File: config.mk
export PLATFORM = sky130hd
export DESIGN_NAME = drum_prod_expander
export DESIGN_NICKNAME = d
export VERILOG_FILES = /design/src/rtl/drum_prod_expander.sv
export SDC_FILE = /design/constraint.sdc
export NUM_CORES = 1
export LEC_CHECK = 0
export ABC_AREA = 1
export CORE_MARGIN = 2
export CORE_UTILIZATION = 50
export CTS_BUF_LIST = sky130_fd_sc_hd__clkbuf_4 sky130_fd_sc_hd__clkbuf_8
export DETAILED_ROUTE_END_ITERATION = 10
export GPL_ROUTABILITY_DRIVEN = 0
export PLACE_DENSITY = 0.75
export SETUP_SLACK_MARGIN = 0.2
export SYNTH_ARGS = -nofsm -noshare
export SYNTH_HDL_FRONTEND = slang
export SYNTH_SLANG_ARGS = --single-unit
File: constraint.sdc
create_clock -name clk -period 1.5 [get_ports clk]
set_input_delay 0.375 -clock clk [delete_from_list [all_inputs] [get_ports clk]]
set_output_delay 0.375 -clock clk [all_outputs]
set_load 0.02 [all_outputs]
File: src/rtl/drum_prod_expander.sv
// drum_prod_expander: back end of the DRUM approximate multiplier.
// Takes the fragment product and the two truncation shifts from the front
// end and re-expands them to the full 2N-bit approximate product,
// frac << (sh_a + sh_b), through a two-stage valid/ready pipeline.
// Optional feature macro: DRUM_EXP_PERF_CNT_EN adds a 32-bit perf_cnt port
// counting completed output transfers.
module drum_prod_expander #(
    parameter int N   = 16,
    parameter int K   = 6,
    parameter int SHW = $clog2(N)
) (
    input  logic                 clk,
    input  logic                 rst_n,
    input  logic                 in_valid,
    output logic                 in_ready,
    input  logic [2*K-1:0]       in_frac,
    input  logic [SHW-1:0]       in_sh_a,
    input  logic [SHW-1:0]       in_sh_b,
    input  logic                 in_zero,
    output logic                 out_valid,
    input  logic                 out_ready,
    output logic [2*N-1:0]       out_prod
`ifdef DRUM_EXP_PERF_CNT_EN
    ,
    output logic [31:0]          perf_cnt
`endif
);

    localparam int FW = 2 * K;   // fragment product width
    localparam int PW = 2 * N;   // full product width
    localparam int SW = SHW + 1; // summed shift width, cannot overflow

    // Stage 1: masked fragment and summed shift
    logic            s1_valid_q, s1_valid_d;
    logic [FW-1:0]   s1_frac_q,  s1_frac_d;
    logic [SW-1:0]   s1_sum_q,   s1_sum_d;

    // Stage 2: expanded product, drives the output directly
    logic            s2_valid_q, s2_valid_d;
    logic [PW-1:0]   out_prod_q, out_prod_d;

    logic            s1_adv;
    logic            s2_adv;
    logic [PW-1:0]   frac_ext;
    logic [PW-1:0]   shifted;

    // Stall chain: a stage moves when it is empty or its successor moves.
    always_comb begin
        s2_adv   = !s2_valid_q || out_ready;
        s1_adv   = !s1_valid_q || s2_adv;
        in_ready = s1_adv;
    end

    // Zero-extend the fragment to the full width, then shift; bits pushed
    // past the MSB are simply lost, which is the defined overshoot behaviour.
    always_comb begin
        frac_ext          = '0;
        frac_ext[FW-1:0]  = s1_frac_q;
        shifted           = frac_ext << s1_sum_q;
    end

    // Next-state for both stages; registers hold unless their stage advances.
    always_comb begin
        s1_valid_d = s1_valid_q;
        s1_frac_d  = s1_frac_q;
        s1_sum_d   = s1_sum_q;
        s2_valid_d = s2_valid_q;
        out_prod_d = out_prod_q;

        if (s1_adv) begin
            s1_valid_d = in_valid;
            if (in_valid) begin
                s1_frac_d = in_zero ? '0 : in_frac;
                s1_sum_d  = {1'b0, in_sh_a} + {1'b0, in_sh_b};
            end
        end

        if (s2_adv) begin
            s2_valid_d = s1_valid_q;
            if (s1_valid_q) begin
                out_prod_d = shifted;
            end
        end
    end

    // Pipeline registers; reset discards any in-flight beats.
    always_ff @(posedge clk or negedge rst_n) begin
        if (!rst_n) begin
            s1_valid_q <= 1'b0;
            s1_frac_q  <= '0;
            s1_sum_q   <= '0;
            s2_valid_q <= 1'b0;
            out_prod_q <= '0;
        end else begin
            s1_valid_q <= s1_valid_d;
            s1_frac_q  <= s1_frac_d;
            s1_sum_q   <= s1_sum_d;
            s2_valid_q <= s2_valid_d;
            out_prod_q <= out_prod_d;
        end
    end

    assign out_valid = s2_valid_q;
    assign out_prod  = out_prod_q;

`ifdef DRUM_EXP_PERF_CNT_EN
    logic [31:0] perf_cnt_q, perf_cnt_d;

    // Count completed output transfers; wraps naturally at 2^32.
    always_comb begin
        perf_cnt_d = perf_cnt_q;
        if (s2_valid_q && out_ready) begin
            perf_cnt_d = perf_cnt_q + 32'd1;
        end
    end

    // Counter register, cleared only by reset.
    always_ff @(posedge clk or negedge rst_n) begin
        if (!rst_n) begin
            perf_cnt_q <= '0;
        end else begin
            perf_cnt_q <= perf_cnt_d;
        end
    end

    assign perf_cnt = perf_cnt_q;
`endif

endmodule
==> results of run 1 <==
==> kinds of logic (layout without fill, tap and decap cells) <==
family,after synthesis,after routing,share of synthesized area [%]
and+or+nand+nor,232,232,36.72
xor gates and xnor gates,1,1,0.3083
adders and majority gates,5,5,2.466
buffers and inverters,38,112,6.649
DFF,51,51,44.91
AOI/OAI and AO/OA,42,42,8.939
==> metrics by stage <==
step	cells	hold WS, ns
after floorplan	369	0.07941
after global placement	497	0.3832
after detailed placement	497	0.3850
after CTS	507	0.05192
after global routing	515	0.07224
final	515	0.03582
==> final cells by class <==
cell class,count,area share [%]
clock buffer,6,2.126
clock inverter,2,0.9021
inverter,18,1.997
multi-input combinational,280,42.59
sequential,51,32.96
tap,72,2.320
timing repair buffer,86,17.11
==> layer usage <==
layer  GRT usage, %  share of wire [%]  up-vias  wire, um
li1               -                  -     1374         -
met3          3.620                6.7       40       536
met4          9.138                3.6        0       285
met2          39.83                 49      163      3930
met5              0                  0        -         0
met1          31.76                 40     1395      3195
==> cell usage in the layout (no fill, tap or decap), types with 4 or more instances in the layout <==
cell             count
buf_4               19
buf_6                8
a22oi_1              4
nand2_1            113
nand3_2             38
a21oi_1              4
clkdlybuf4s15_1      4
nand2_2             10
inv_1               10
nand2_4              7
o21ai_0             14
clkdlybuf4s50_1     16
nor2_1              11
nor2_2               5
nand3_1             42
buf_2               34
dfrtp_1             48
inv_2                5
o21ai_1              8
clkbuf_8             6
==> sequential cells by signal, indices dropped and copies added, names as in the netlist <==
register and flops:
out_valid 1, s1_sum_q 5, out_prod 32, s1_frac_q 12, s1_valid_q 1
==> what timing repair did <==
action,4_1_cts,5_1_grt
gates cloned,0,1
resized for setup,163,76
pin swaps,13,21
setup buffers,2,7
endpoints found under the setup margin,70,36
==> path summary, 6_finish.rpt <==
| check | end | slack (ns) | cells after the start |
|---|---|---|---|
| max in group asynchronous | s1_sum_q[0] | 1.21 | 2 |
| min in group clk | s1_valid_q | 0.47 | 4 |
| setup reg to reg | out_prod[15] | 0.03 | 7 |
| setup / recovery | out_prod[15] | 0.03 | 7 |
| hold reg to reg | out_prod[22] | 0.48 | 2 |
| hold / removal | out_valid | 0.04 | 2 |
==> report_power, final <==
part | internal (uW) | leakage (uW) | total [uW] | switching [uW]
Combinational | 902 | 0.00125 | 2550 | 1650
Sequential | 1700 | 0.000662 | 1930 | 225
Clock | 540 | 0.0000612 | 980 | 441
Total | 3140 | 0.00198 | 5460 | 2310
==> impl_metrics.json, run 1 <==
{
  "cp-startpoint": "s1_sum_q[0]",
  "final_cell_area_um2": 3884,
  "clk_latency_ns": 0.31,
  "clk_path_buf_depth": 2,
  "ys_seq_elements": 51,
  "grt_setup_unrepaired": "true",
  "grt.overflow.total": 0,
  "path_buf_inv": 1,
  "period_needed_ns": 1.473,
  "crit_path_start_kind": "register",
  "setup_slack_ns": 0.02685,
  "hp-class": "input pin to asynchronous set/reset pin",
  "worstSetupEndpointType": "register",
  "path_clk_slew_ns": 0.09,
  "clkSinkCount": 51,
  "dieArea_um2": 6302,
  "dr.pass1.iters": 5,
  "rr_startpoint": "s1_sum_q[0]",
  "tns_ns": 0,
  "grt_pass1_wl_um": 11810,
  "final_nets": 472,
  "p_per_area_nw_per_um2": 1405,
  "first_global_vias": 2603,
  "netlist_top_cells_count": "125 x nand2_1, 74 x nand3_1, 51 x dfrtp_1, 19 x o21ai_0, 15 x nor2_1",
  "fp-row-count": 27,
  "synth.top_cells.by_area": "dfrtp_1 45%, nand2_1 17%, nand3_1 13%, o21ai_0 3.3%, nand3_2 2.8%",
  "dpl.hpwl_um": 5164,
  "syn_inst": 369,
  "crit_fanout": 6,
  "max_freq_mhz": 678.8,
  "diodes": 0,
  "grt.total_usage_pct": 23.98,
  "core_area_um2": 5507,
  "finalPower_uw": 5455,
  "place_area_um2": 3542,
  "layout_worst_path_cycle_share_pct": 98.21,
  "io_buffers": 58,
  "final-hold-violation-count": 0,
  "synthArstFlopShare_pct": 100.0,
  "crit_family": "simple AND/OR/NAND/NOR gates",
  "ir_worst_vdd_uv": 679.9,
  "crit_chain": "buf_4 -> nand2_1 -> nand3_1 -> nand3_2 -> nand2_4 -> o21ai_2 -> o21ai_1",
  "layout-drive-gt1-share_pct": 34.54,
  "grt_max_degree": 52,
  "slew_viol_final": 0,
  "cts_tree": "yes",
  "cp_data_arrival_time_ns": 1.68,
  "initial_utilization_pct": 51.60,
  "yosysWarnings": 0,
  "max_slew.worst_pin.slew_ns": 0.3230,
  "avgSynthCellArea_um2": 7.700,
  "htreeDepth": 2,
  "fp.dieH_um": 79.39,
  "drtIter0Drc": 274,
  "routed_via_density": 5.771,
  "synth_top_area_cell": "dfrtp_1",
  "syn2layout_area_growth_pct": 36.68,
  "hold_buffers": 0,
  "drv_cap": 0,
  "fin_util_pct": 70.53,
  "antenna_found_initial": 0,
  "finalClockSkew_ns": 0.008939,
  "dieWidth_um": 79.39,
  "required_ns": 1.70,
  "final_antenna_net_count": 0,
  "yosysMostFrequentCell": "nand2_1",
  "multiInputGateArea_um2": 1654,
  "vias": 2972,
  "slowest_delay_ns": 0.45,
  "layout.area.seq_um2": 1280,
  "synth_cell_types": 30,
  "synth-edff-count": 0,
  "cts-root-buf": "clkbuf_8",
  "cts_buffers": 5,
  "fillCellCount": 420,
  "synth_area_um2": 2841,
  "yosys_most_used_dff": "dfrtp_1",
  "setup_viol": 0,
  "wl_um": 7947,
  "io_pins": 59,
  "post-place-ws_ns": -0.4394,
  "ys_seq_area_share_pct": 44.91,
  "cp_slowest_cell": "dfrtp_2",
  "status": "finished clean",
  "drc": 0,
  "leakagePower_uw": 0.001977,
  "syn_nets": 399,
  "relSlewSlack_pct": 78.44,
  "synth_top_cell_area_share_pct": 44.91,
  "criticalPathCategory": "register to register",
  "wire_per_inst_um": 15.43
}
Note: power is estimated with default switching activity, not from simulation.
==> inputs of run 2 (changes only) <==
Settings changed: CORE_UTILIZATION 50 to 45, PLACE_DENSITY 0.75 to 0.69.
==> run 2 against run 1 <==
  * Setup slack improved by 0.090 ns
  * Maximum frequency up 6.5%
  * Flip-flop and latch count did not move
  * Global-route usage decreased by 2.3 points
  * Largest cell class unchanged
  * Clock power decreased by 8.6%
  * Largest power group unchanged
  * Critical endpoint is now out_prod[6]
  * Critical path type unchanged
  * Register-to-register slack gained 0.09 ns
  * Wire length is 2.3% lower
  * Hold slack lost 0.0050 ns
  * Clock skew down 0.0029 ns
  * Combinational power about the same
==> impl_metrics.json, run 2 (synthesis gave the netlist of run 1 again) <==
{
  "status": "finished clean",
  "slowest_delay_ns": 0.42,
  "dieWidth_um": 83.47,
  "layout_commonest_cell": "nand2_1",
  "largest_register_ffs": 32,
  "slew_viol_final": 0,
  "grt_max_degree": 52,
  "wire_per_inst_um": 14.84,
  "wl_um": 7761,
  "final_cell_area_um2": 3904,
  "final_cell_mix": "103 x nand2_1, 50 x nand3_1, 49 x dfrtp_1",
  "final_nets": 477,
  "grt.overflow.total": 0,
  "clkSinkCount": 51,
  "pwr-share-seq_pct": 35.8,
  "grt_setup_unrepaired": "true",
  "layout-drive-gt1-share_pct": 35.49,
  "first_global_vias": 2696,
  "drtIter0Drc": 200,
  "grt_pass1_wl_um": 12390,
  "required_ns": 1.71,
  "cts_buffers": 5,
  "tns_ns": 0,
  "crit_fanout": 7,
  "fp.dieH_um": 83.47,
  "setup_viol": 0,
  "path_buf_inv": 3,
  "dr.pass1.iters": 5,
  "drv_cap": 0,
  "ir_worst_vdd_uv": 638.6,
  "finalPower_uw": 5369,
  "hp-class": "input pin to asynchronous set/reset pin",
  "max_freq_mhz": 723.1,
  "cp_slowest_cell": "dfrtp_1",
  "dpl.hpwl_um": 5401,
  "clk_latency_ns": 0.31,
  "grt.total_usage_pct": 21.67,
  "p_switching_uw": 2294,
  "clk_path_buf_depth": 2,
  "criticalPathCategory": "register to register",
  "p_clk_share_pct": 16.7,
  "core_area_um2": 6026,
  "syn2layout_area_growth_pct": 37.38,
  "drc": 0,
  "fp-row-count": 28,
  "crit_family": "simple AND/OR/NAND/NOR gates",
  "antenna_found_initial": 0,
  "path_clk_slew_ns": 0.09,
  "period_needed_ns": 1.383,
  "layout_worst_path_cycle_share_pct": 92.19,
  "crit_chain": "clkinv_4 -> buf_4 -> nand2_4 -> nand3_4 -> nand3_2 -> nand2_4 -> buf_4 -> nand3_1 -> nand2_1",
  "finalClockSkew_ns": 0.005999,
  "cts-root-buf": "clkbuf_8",
  "diodes": 0,
  "place_area_um2": 3603,
  "routed_via_density": 5.451,
  "dieArea_um2": 6966,
  "switching_share_pct": 42.72,
  "pwr-share-comb_pct": 47.5,
  "vias": 2851,
  "crit_path_start_kind": "register",
  "io_buffers": 58,
  "relSlewSlack_pct": 77.89,
  "cp_data_arrival_time_ns": 1.59,
  "leakagePower_uw": 0.002004,
  "worstSetupEndpointType": "register",
  "cts_tree": "yes",
  "final_antenna_net_count": 0,
  "final-hold-violation-count": 0,
  "htreeDepth": 2,
  "p_per_area_nw_per_um2": 1375,
  "fillCellCount": 531,
  "fin_util_pct": 64.78,
  "max_slew.worst_pin.slew_ns": 0.3313,
  "internal_power_uw": 3076,
  "initial_utilization_pct": 47.16,
  "io_pins": 59
}
==> run 2: worst reg2reg max path: stages (launching register included) <==
cell	delay [ns]
dfrtp_1	0.42
clkinv_4	0.11
buf_4	0.15
nand2_4	0.07
nand3_4	0.08
nand3_2	0.11
nand2_4	0.07
buf_4	0.13
nand3_1	0.07
nand2_1	0.06
==> run 2: area by class of cell <==
type / count / area [um2] / area share, %
Multi-Input combinational cell: 280 / 1652 / 42.31
Sequential cell: 51 / 1279 / 32.76
Timing Repair Buffer: 91 / 698.2 / 17.88
Clock buffer: 8 / 103.9 / 2.660
Tap cell: 75 / 93.84 / 2.404
Inverter: 18 / 77.57 / 1.987
==> run 2: repair_timing <==
| action | in CTS | in global routing |
|---|---|---|
| cloned | 0 | 0 |
| setup endpoints to repair | 82 | 48 |
| pin swaps | 13 | 23 |
| gates resized for setup | 164 | 67 |
| hold buffers | 0 | 0 |
| setup buffers | 2 | 7 |
==> run 2: per-layer routing <==
layer | share of wire, % | wire length (um) | track usage, %
met1 | 43 | 3352 | 28.10
met2 | 49 | 3799 | 36.95
met3 | 5.6 | 435 | 3.759
met4 | 2.2 | 173 | 7.038
met5 | 0 | 0 | 0
==> run 2: worst paths after layout <==
kind | startpoint | endpoint | slack, ns | cells past startpoint
max | s1_sum_q[0] | out_prod[6] | 0.12 | 9
min | rst_n | out_prod[0] | 0.03 | 2
max reg2reg | s1_sum_q[0] | out_prod[6] | 0.12 | 9
min reg2reg | out_prod[30] | out_prod[30] | 0.47 | 2
max in group asynchronous | rst_n | s1_sum_q[4] | 1.21 | 2
min in group clk | out_prod[30] | out_prod[30] | 0.47 | 2
==> run 2: power groups by stage <==
stage / Sequential (uW) / Combinational [uW] / Clock (uW)
after detailed placement: 1940 / 2420 / 0
after floorplan: 2240 / 1120 / 0
after global placement: 1930 / 2390 / 0
final: 1920 / 2550 / 896
after global routing: 1980 / 2780 / 971
after CTS: 1910 / 2230 / 914
==> run 2: stage by stage <==
step                std cells  setup WS [ns]  hold slack [ns]
floorplan                 369         0.2226          0.07941
global placement          506        -0.4238           0.3839
detailed placement        506        -0.4352           0.3891
CTS                       516         0.1354          0.05436
global route              523        0.01032          0.07159
finish                    523         0.1171          0.03078
